**config.mk**
```make
export PLATFORM = sky130hd
export DESIGN_NAME = mem_port_arbiter
export DESIGN_NICKNAME = d
export VERILOG_FILES = /design/src/rtl/mips_pkg.sv /design/src/rtl/mem_arb_grant.sv /design/src/rtl/mem_port_arbiter.sv
export SDC_FILE = /design/constraint.sdc
export NUM_CORES = 1
export LEC_CHECK = 0
export BUFFER_PORTS_ARGS = -buffer_cell sky130_fd_sc_hd__buf_2
export CAP_MARGIN = 10
export CORE_MARGIN = 2
export CORE_UTILIZATION = 30
export CTS_BUF_LIST = sky130_fd_sc_hd__clkbuf_8
export CTS_CLUSTER_DIAMETER = 120
export DETAILED_ROUTE_END_ITERATION = 8
export PLACE_DENSITY = 0.68
export SLEW_MARGIN = 5
export SYNTH_ARGS = -nofsm -noshare
export SYNTH_HDL_FRONTEND = slang
export SYNTH_SLANG_ARGS = --single-unit
```
**constraint.sdc**
```tcl
create_clock -name clk -period 4.16 [get_ports clk]
set_input_delay 0.416 -clock clk [delete_from_list [all_inputs] [get_ports clk]]
set_output_delay 0.416 -clock clk [all_outputs]
set_load 0.02 [all_outputs]
```
**src/rtl/mips_pkg.sv**
```systemverilog
// Shared types and default widths for the IF/MEM stages and the RAM port arbiter.
package mips_pkg;

    localparam int DEF_ADDR_W       = 32;
    localparam int DEF_DATA_W       = 32;
    localparam int DEF_MEM_LATENCY  = 2;
    localparam int DEF_STARVE_LIMIT = 4;

    typedef enum logic [1:0] {
        IDLE  = 2'd0,
        ISSUE = 2'd1,
        WAIT  = 2'd2,
        RESP  = 2'd3
    } arb_state_t;

    localparam logic OWNER_IF  = 1'b0;
    localparam logic OWNER_MEM = 1'b1;

endpackage

```
**src/rtl/mem_arb_grant.sv**
```systemverilog
// Purpose: picks the RAM owner from the two pending requests and the starvation flag.
// Latency: purely combinational.
// Backpressure: none; the caller decides when the grant is taken.
module mem_arb_grant
    import mips_pkg::*;
(
    input  logic if_req,
    input  logic mem_req,
    input  logic starved,
    output logic gnt_vld,
    output logic owner
);

    always_comb begin
        gnt_vld = if_req | mem_req;
        // MEM wins a tie unless IF has already waited out the full streak
        owner   = (mem_req && !(if_req && starved)) ? OWNER_MEM : OWNER_IF;
    end

endmodule

```
**src/rtl/mem_port_arbiter.sv**
```systemverilog
// Purpose: shares one single-ported RAM between fetch (IF) and load/store (MEM).
// Latency: req sampled at edge N -> ram_en in cycle N+1 -> ack in cycle N+2+MEM_LATENCY.
// Backpressure: requesters hold req until their ack; stall_* is high meanwhile.
module mem_port_arbiter
    import mips_pkg::*;
#(
    parameter int ADDR_W       = DEF_ADDR_W,
    parameter int DATA_W       = DEF_DATA_W,
    parameter int MEM_LATENCY  = DEF_MEM_LATENCY,
    parameter int STARVE_LIMIT = DEF_STARVE_LIMIT
) (
    input  logic              clk,
    input  logic              reset,
    input  logic              if_req,
    input  logic [ADDR_W-1:0] if_addr,
    output logic [DATA_W-1:0] if_rdata,
    output logic              if_ack,
    input  logic              mem_req,
    input  logic              mem_we,
    input  logic [ADDR_W-1:0] mem_addr,
    input  logic [DATA_W-1:0] mem_wdata,
    output logic [DATA_W-1:0] mem_rdata,
    output logic              mem_ack,
    output logic              stall_if,
    output logic              stall_mem,
    output logic              ram_en,
    output logic              ram_we,
    output logic [ADDR_W-1:0] ram_addr,
    output logic [DATA_W-1:0] ram_wdata,
    input  logic [DATA_W-1:0] ram_rdata
);

    localparam int CNT_W = $clog2(MEM_LATENCY + 1);
    localparam int STK_W = $clog2(STARVE_LIMIT + 1);
    localparam logic [CNT_W-1:0] CNT_LOAD = CNT_W'(MEM_LATENCY - 1);
    localparam logic [STK_W-1:0] STK_MAX  = STK_W'(STARVE_LIMIT);

    arb_state_t       state, state_nxt;
    logic [CNT_W-1:0] cnt, cnt_nxt;
    logic [STK_W-1:0] streak, streak_nxt;
    logic             owner;
    logic             lat_we;
    logic             gnt_vld;
    logic             gnt_owner;
    logic             grant;
    logic             capture;

    mem_arb_grant u_grant (
        .if_req  (if_req),
        .mem_req (mem_req),
        .starved (streak == STK_MAX),
        .gnt_vld (gnt_vld),
        .owner   (gnt_owner)
    );

    always_comb begin
        state_nxt = state;
        cnt_nxt   = cnt;
        grant     = 1'b0;
        capture   = 1'b0;
        case (state)
            IDLE: begin
                if (gnt_vld) begin
                    grant     = 1'b1;
                    state_nxt = ISSUE;
                end
            end
            ISSUE: begin
                cnt_nxt   = CNT_LOAD;
                state_nxt = WAIT;
            end
            WAIT: begin
                if (cnt == '0) begin
                    capture   = 1'b1;
                    state_nxt = RESP;
                end else begin
                    cnt_nxt = cnt - 1'b1;
                end
            end
            RESP: begin
                state_nxt = IDLE;
            end
            default: begin
                state_nxt = IDLE;
            end
        endcase
    end

    // Only a MEM win over a waiting IF extends the streak; anything else resets it
    always_comb begin
        streak_nxt = streak;
        if (grant) begin
            if (gnt_owner == OWNER_MEM && if_req) begin
                streak_nxt = (streak == STK_MAX) ? STK_MAX : streak + 1'b1;
            end else begin
                streak_nxt = '0;
            end
        end
    end

    always_ff @(posedge clk or posedge reset) begin
        if (reset) begin
            state <= IDLE;
        end else begin
            state <= state_nxt;
        end
    end

    always_ff @(posedge clk or posedge reset) begin
        if (reset) begin
            cnt       <= '0;
            streak    <= '0;
            owner     <= OWNER_IF;
            lat_we    <= 1'b0;
            ram_en    <= 1'b0;
            ram_we    <= 1'b0;
            ram_addr  <= '0;
            ram_wdata <= '0;
            if_ack    <= 1'b0;
            mem_ack   <= 1'b0;
            if_rdata  <= '0;
            mem_rdata <= '0;
        end else begin
            cnt     <= cnt_nxt;
            streak  <= streak_nxt;
            ram_en  <= grant;
            ram_we  <= grant && (gnt_owner == OWNER_MEM) && mem_we;
            if_ack  <= capture && (owner == OWNER_IF);
            mem_ack <= capture && (owner == OWNER_MEM);
            // ram_addr/ram_wdata double as the request latch for the whole access
            if (grant) begin
                owner     <= gnt_owner;
                lat_we    <= (gnt_owner == OWNER_MEM) && mem_we;
                ram_addr  <= (gnt_owner == OWNER_MEM) ? mem_addr : if_addr;
                ram_wdata <= (gnt_owner == OWNER_MEM) ? mem_wdata : '0;
            end
            if (capture && owner == OWNER_IF) begin
                if_rdata <= ram_rdata;
            end
            if (capture && owner == OWNER_MEM && !lat_we) begin
                mem_rdata <= ram_rdata;
            end
        end
    end

    assign stall_if  = if_req & ~if_ack;
    assign stall_mem = mem_req & ~mem_ack;

    a_acks_exclusive: assert property (@(posedge clk) disable iff (reset) !(if_ack && mem_ack));
    a_ram_en_single:  assert property (@(posedge clk) disable iff (reset) ram_en |=> !ram_en);

endmodule

```
==> results.toml <==
[outcome]
status = "finished clean"

[synth]
synth_fp_nets = 592
yosysTopAreaCell = "dfrtp_1"
ys_warn_count = 0
yosysSeqAreaShare_pct = 59.7
synth.distinct_cells = 33
ys_ff_latch = 141
async_reset_ff_share_pct = 100
synthCells = 452
synth_area_leaders = "dfrtp_1 (60%), mux2_4 (7.6%), mux2_2 (6.7%)"
netlist_area_um2 = 5910
syn_area_per_cell_um2 = 13.1
synth_edf_count = 0
synth_ff_type = "dfrtp_1"
synth_top_area_share_pct = 59.7

[clock_tree]
clock_sinks = 141
cts_buffers = 17
hold_buffers = 0
cts_resized = 0
root_buffer = "clkbuf_8"
cts_setup_buffers = 0
clkLatencyLatePin_ns = 0.44
clk_path_buf_depth = 2
cts_tree = "built"
clk_pin_slew_ns = 0.08
h-tree-depth = 4

[drt]
wl_per_cell_um = 15.4
drc = 0
detail_route.iter0.violations = 142
antenna_left = 0
avgViaCountPerCell = 4.55
vias = 4486
wirelength_um = 15200
firstDrtPassIters = 5

[sta]
finalCriticalPeriod_ns = 2.27
relSlewSlack_pct = 41.0
slew_viol_final = 0
finalCritPeriodShare_pct = 54.5
max_freq_mhz = 441
fin_setup_tns_ns = 0
fin_hold_ws_ns = 0.190
hold_viol = 0
worst_pin_slew_ns = 0.885
skew_ns = 0.0195
setup_viol = 0
rsz0062_at_grt = "false"
worst_slack_ns = 1.89

[setup_path]
worstSetupPathType = "flip-flop to flip-flop"
r2r-start = "state[0]"
cp_max_fo = 24
ff2ff_path_depth = 6
critPathRequiredTime_ns = 4.47
cp-end-kind = "flip-flop"
start_kind = "flip-flop"
worst_r2r_endpoint = "if_rdata[31]"
arrival_ns = 2.58
reg2reg_slack_ns = 1.89

[cells_and_area]
nNetsFinal = 847
fillerInstances = 1915
final_area_um2 = 7780
areaGrowthSynthToFinish_pct = 31.6
final-seq-area_um2 = 3530
drive_above_1_share_pct = 51.9
multi_input_area_um2 = 2100

[global_routing]
grt_max_degree = 142
grt_pass1_vias = 4403
gr-total-overflow = 0
grt_pass1_wl_um = 23100
antenna_found_initial = 1
grt_usage_pct = 14.4

[power_and_ir_drop]
p_per_area_nw_per_um2 = 814
leakagePower_nw = 3.94
power_mw = 6.33
ir_drop_uv = 260

[place]
dpl_cell_area_um2 = 7410
routabilityCongestion = 0.768
post-place-ws_ns = 1.82
port-buffer-count = 266
dp.final_hpwl_um = 10300

[floorplan]
die_x_um = 144
dieArea_um2 = 20800
start_util_pct = 30.5
pin_count = 267
design.core.area_um2 = 19400
fp.dieH_um = 144
rows = 51

[run]
drv_cap = 0

[min_path]
hp-class = "primary input to asynchronous set/reset pin"
kinds of logic (layout without fill, tap and decap cells):
group,after synthesis,in the layout,synth area share [%]
flops,141,141,59.7
simple gates,115,115,9.31
compound gates,76,76,10.3
mux,65,65,14.3
buf+inv,48,316,4.91
fa+ha+maj,7,7,1.48
other cells,0,1,0
final cells by class:
class / instances / share of cell area, %
sequential: 141 / 45.4
tap: 265 / 4.26
clock inverter: 14 / 1.54
clock buffer: 18 / 3.18
multi-input combinational: 263 / 27.0
timing repair buffer: 274 / 18.0
inverter: 10 / 0.531
antenna: 1 / 0.0322
per-layer routing:
layer	track usage [%]	share of wire [%]	up-vias
met2	22.6	46	186
li1	-	-	2135
met3	4.11	7.0	22
met4	5.93	2.1	0
met1	18.6	45	2143
met5	0	0	-
placed cells by master, fill, tap and decap left out, drive strengths merged, types with 2 or more instances in the layout:
master | synthesis | layout
a22o | 33 | 33
and2 | 2 | 2
and3 | 2 | 2
buf | 25 | 274
clkbuf | 13 | 18
clkinv | 0 | 3
clkinvlp | 0 | 5
dfrtp | 141 | 141
ha | 7 | 7
inv | 10 | 15
mux2 | 65 | 65
nand2 | 69 | 69
nand2b | 2 | 2
nand4 | 33 | 33
nor2b | 2 | 2
o211ai | 32 | 32
o21ai | 4 | 4
registers in the layout, indices dropped and copies added, names as in the netlist:
signal,flops
ram_addr,32
lat_we,1
streak,3
ram_wdata,32
owner,1
cnt,2
if_rdata,32
ram_en,1
mem_rdata,32
mem_ack,1
ram_we,1
state,2
if_ack,1
power breakdown:
group          internal (mW)  leakage (nW)  switching [mW]
logic                   1.22          2.03            1.71
clock network          0.488         0.186           0.546
registers               2.03          1.71           0.342
worst max-delay path by stage:
stage | from | endpoint | slack (ns) | depth (start not counted)
after floorplan | reset | cnt[0] | 1.98 | 1
after global placement | state[0] | if_rdata[31] | 1.92 | 6
after detailed placement | state[0] | if_rdata[11] | 1.82 | 6
after CTS | state[0] | if_rdata[31] | 1.84 | 6
after global routing | state[0] | if_rdata[31] | 1.75 | 6
final | state[0] | if_rdata[31] | 1.89 | 6
critical path, stage by stage, from the launching register on:
cell and delay [ns]:
dfrtp_1 0.37, inv_1 0.08, ha_1 0.26, nand2_1 0.10, or2_2 0.66, buf_4 0.36
mux2_4 0.31
stage by stage:
| step | util [%] | std cells |
|---|---|---|
| 2_1_floorplan | - | 452 |
| 3_5_place_dp | 38.2 | 953 |
| 4_1_cts | 40.1 | 985 |
| 6_report | 40.1 | 986 |
| 5_1_grt | 40.1 | 986 |
| 3_3_place_gp | 38.2 | 953 |
cells in the mapped netlist, drive strengths merged, types with 2 or more instances:
| cell type | n |
|---|---|
| mux2 | 65 |
| nand4 | 33 |
| clkbuf | 13 |
| and3 | 2 |
| o211ai | 32 |
| nand2b | 2 |
| a22o | 33 |
| nor2b | 2 |
| buf | 25 |
| ha | 7 |
| o21ai | 4 |
| and2 | 2 |
| nand2 | 69 |
| inv | 10 |
| dfrtp | 141 |
(Power assumes the default switching activity.)
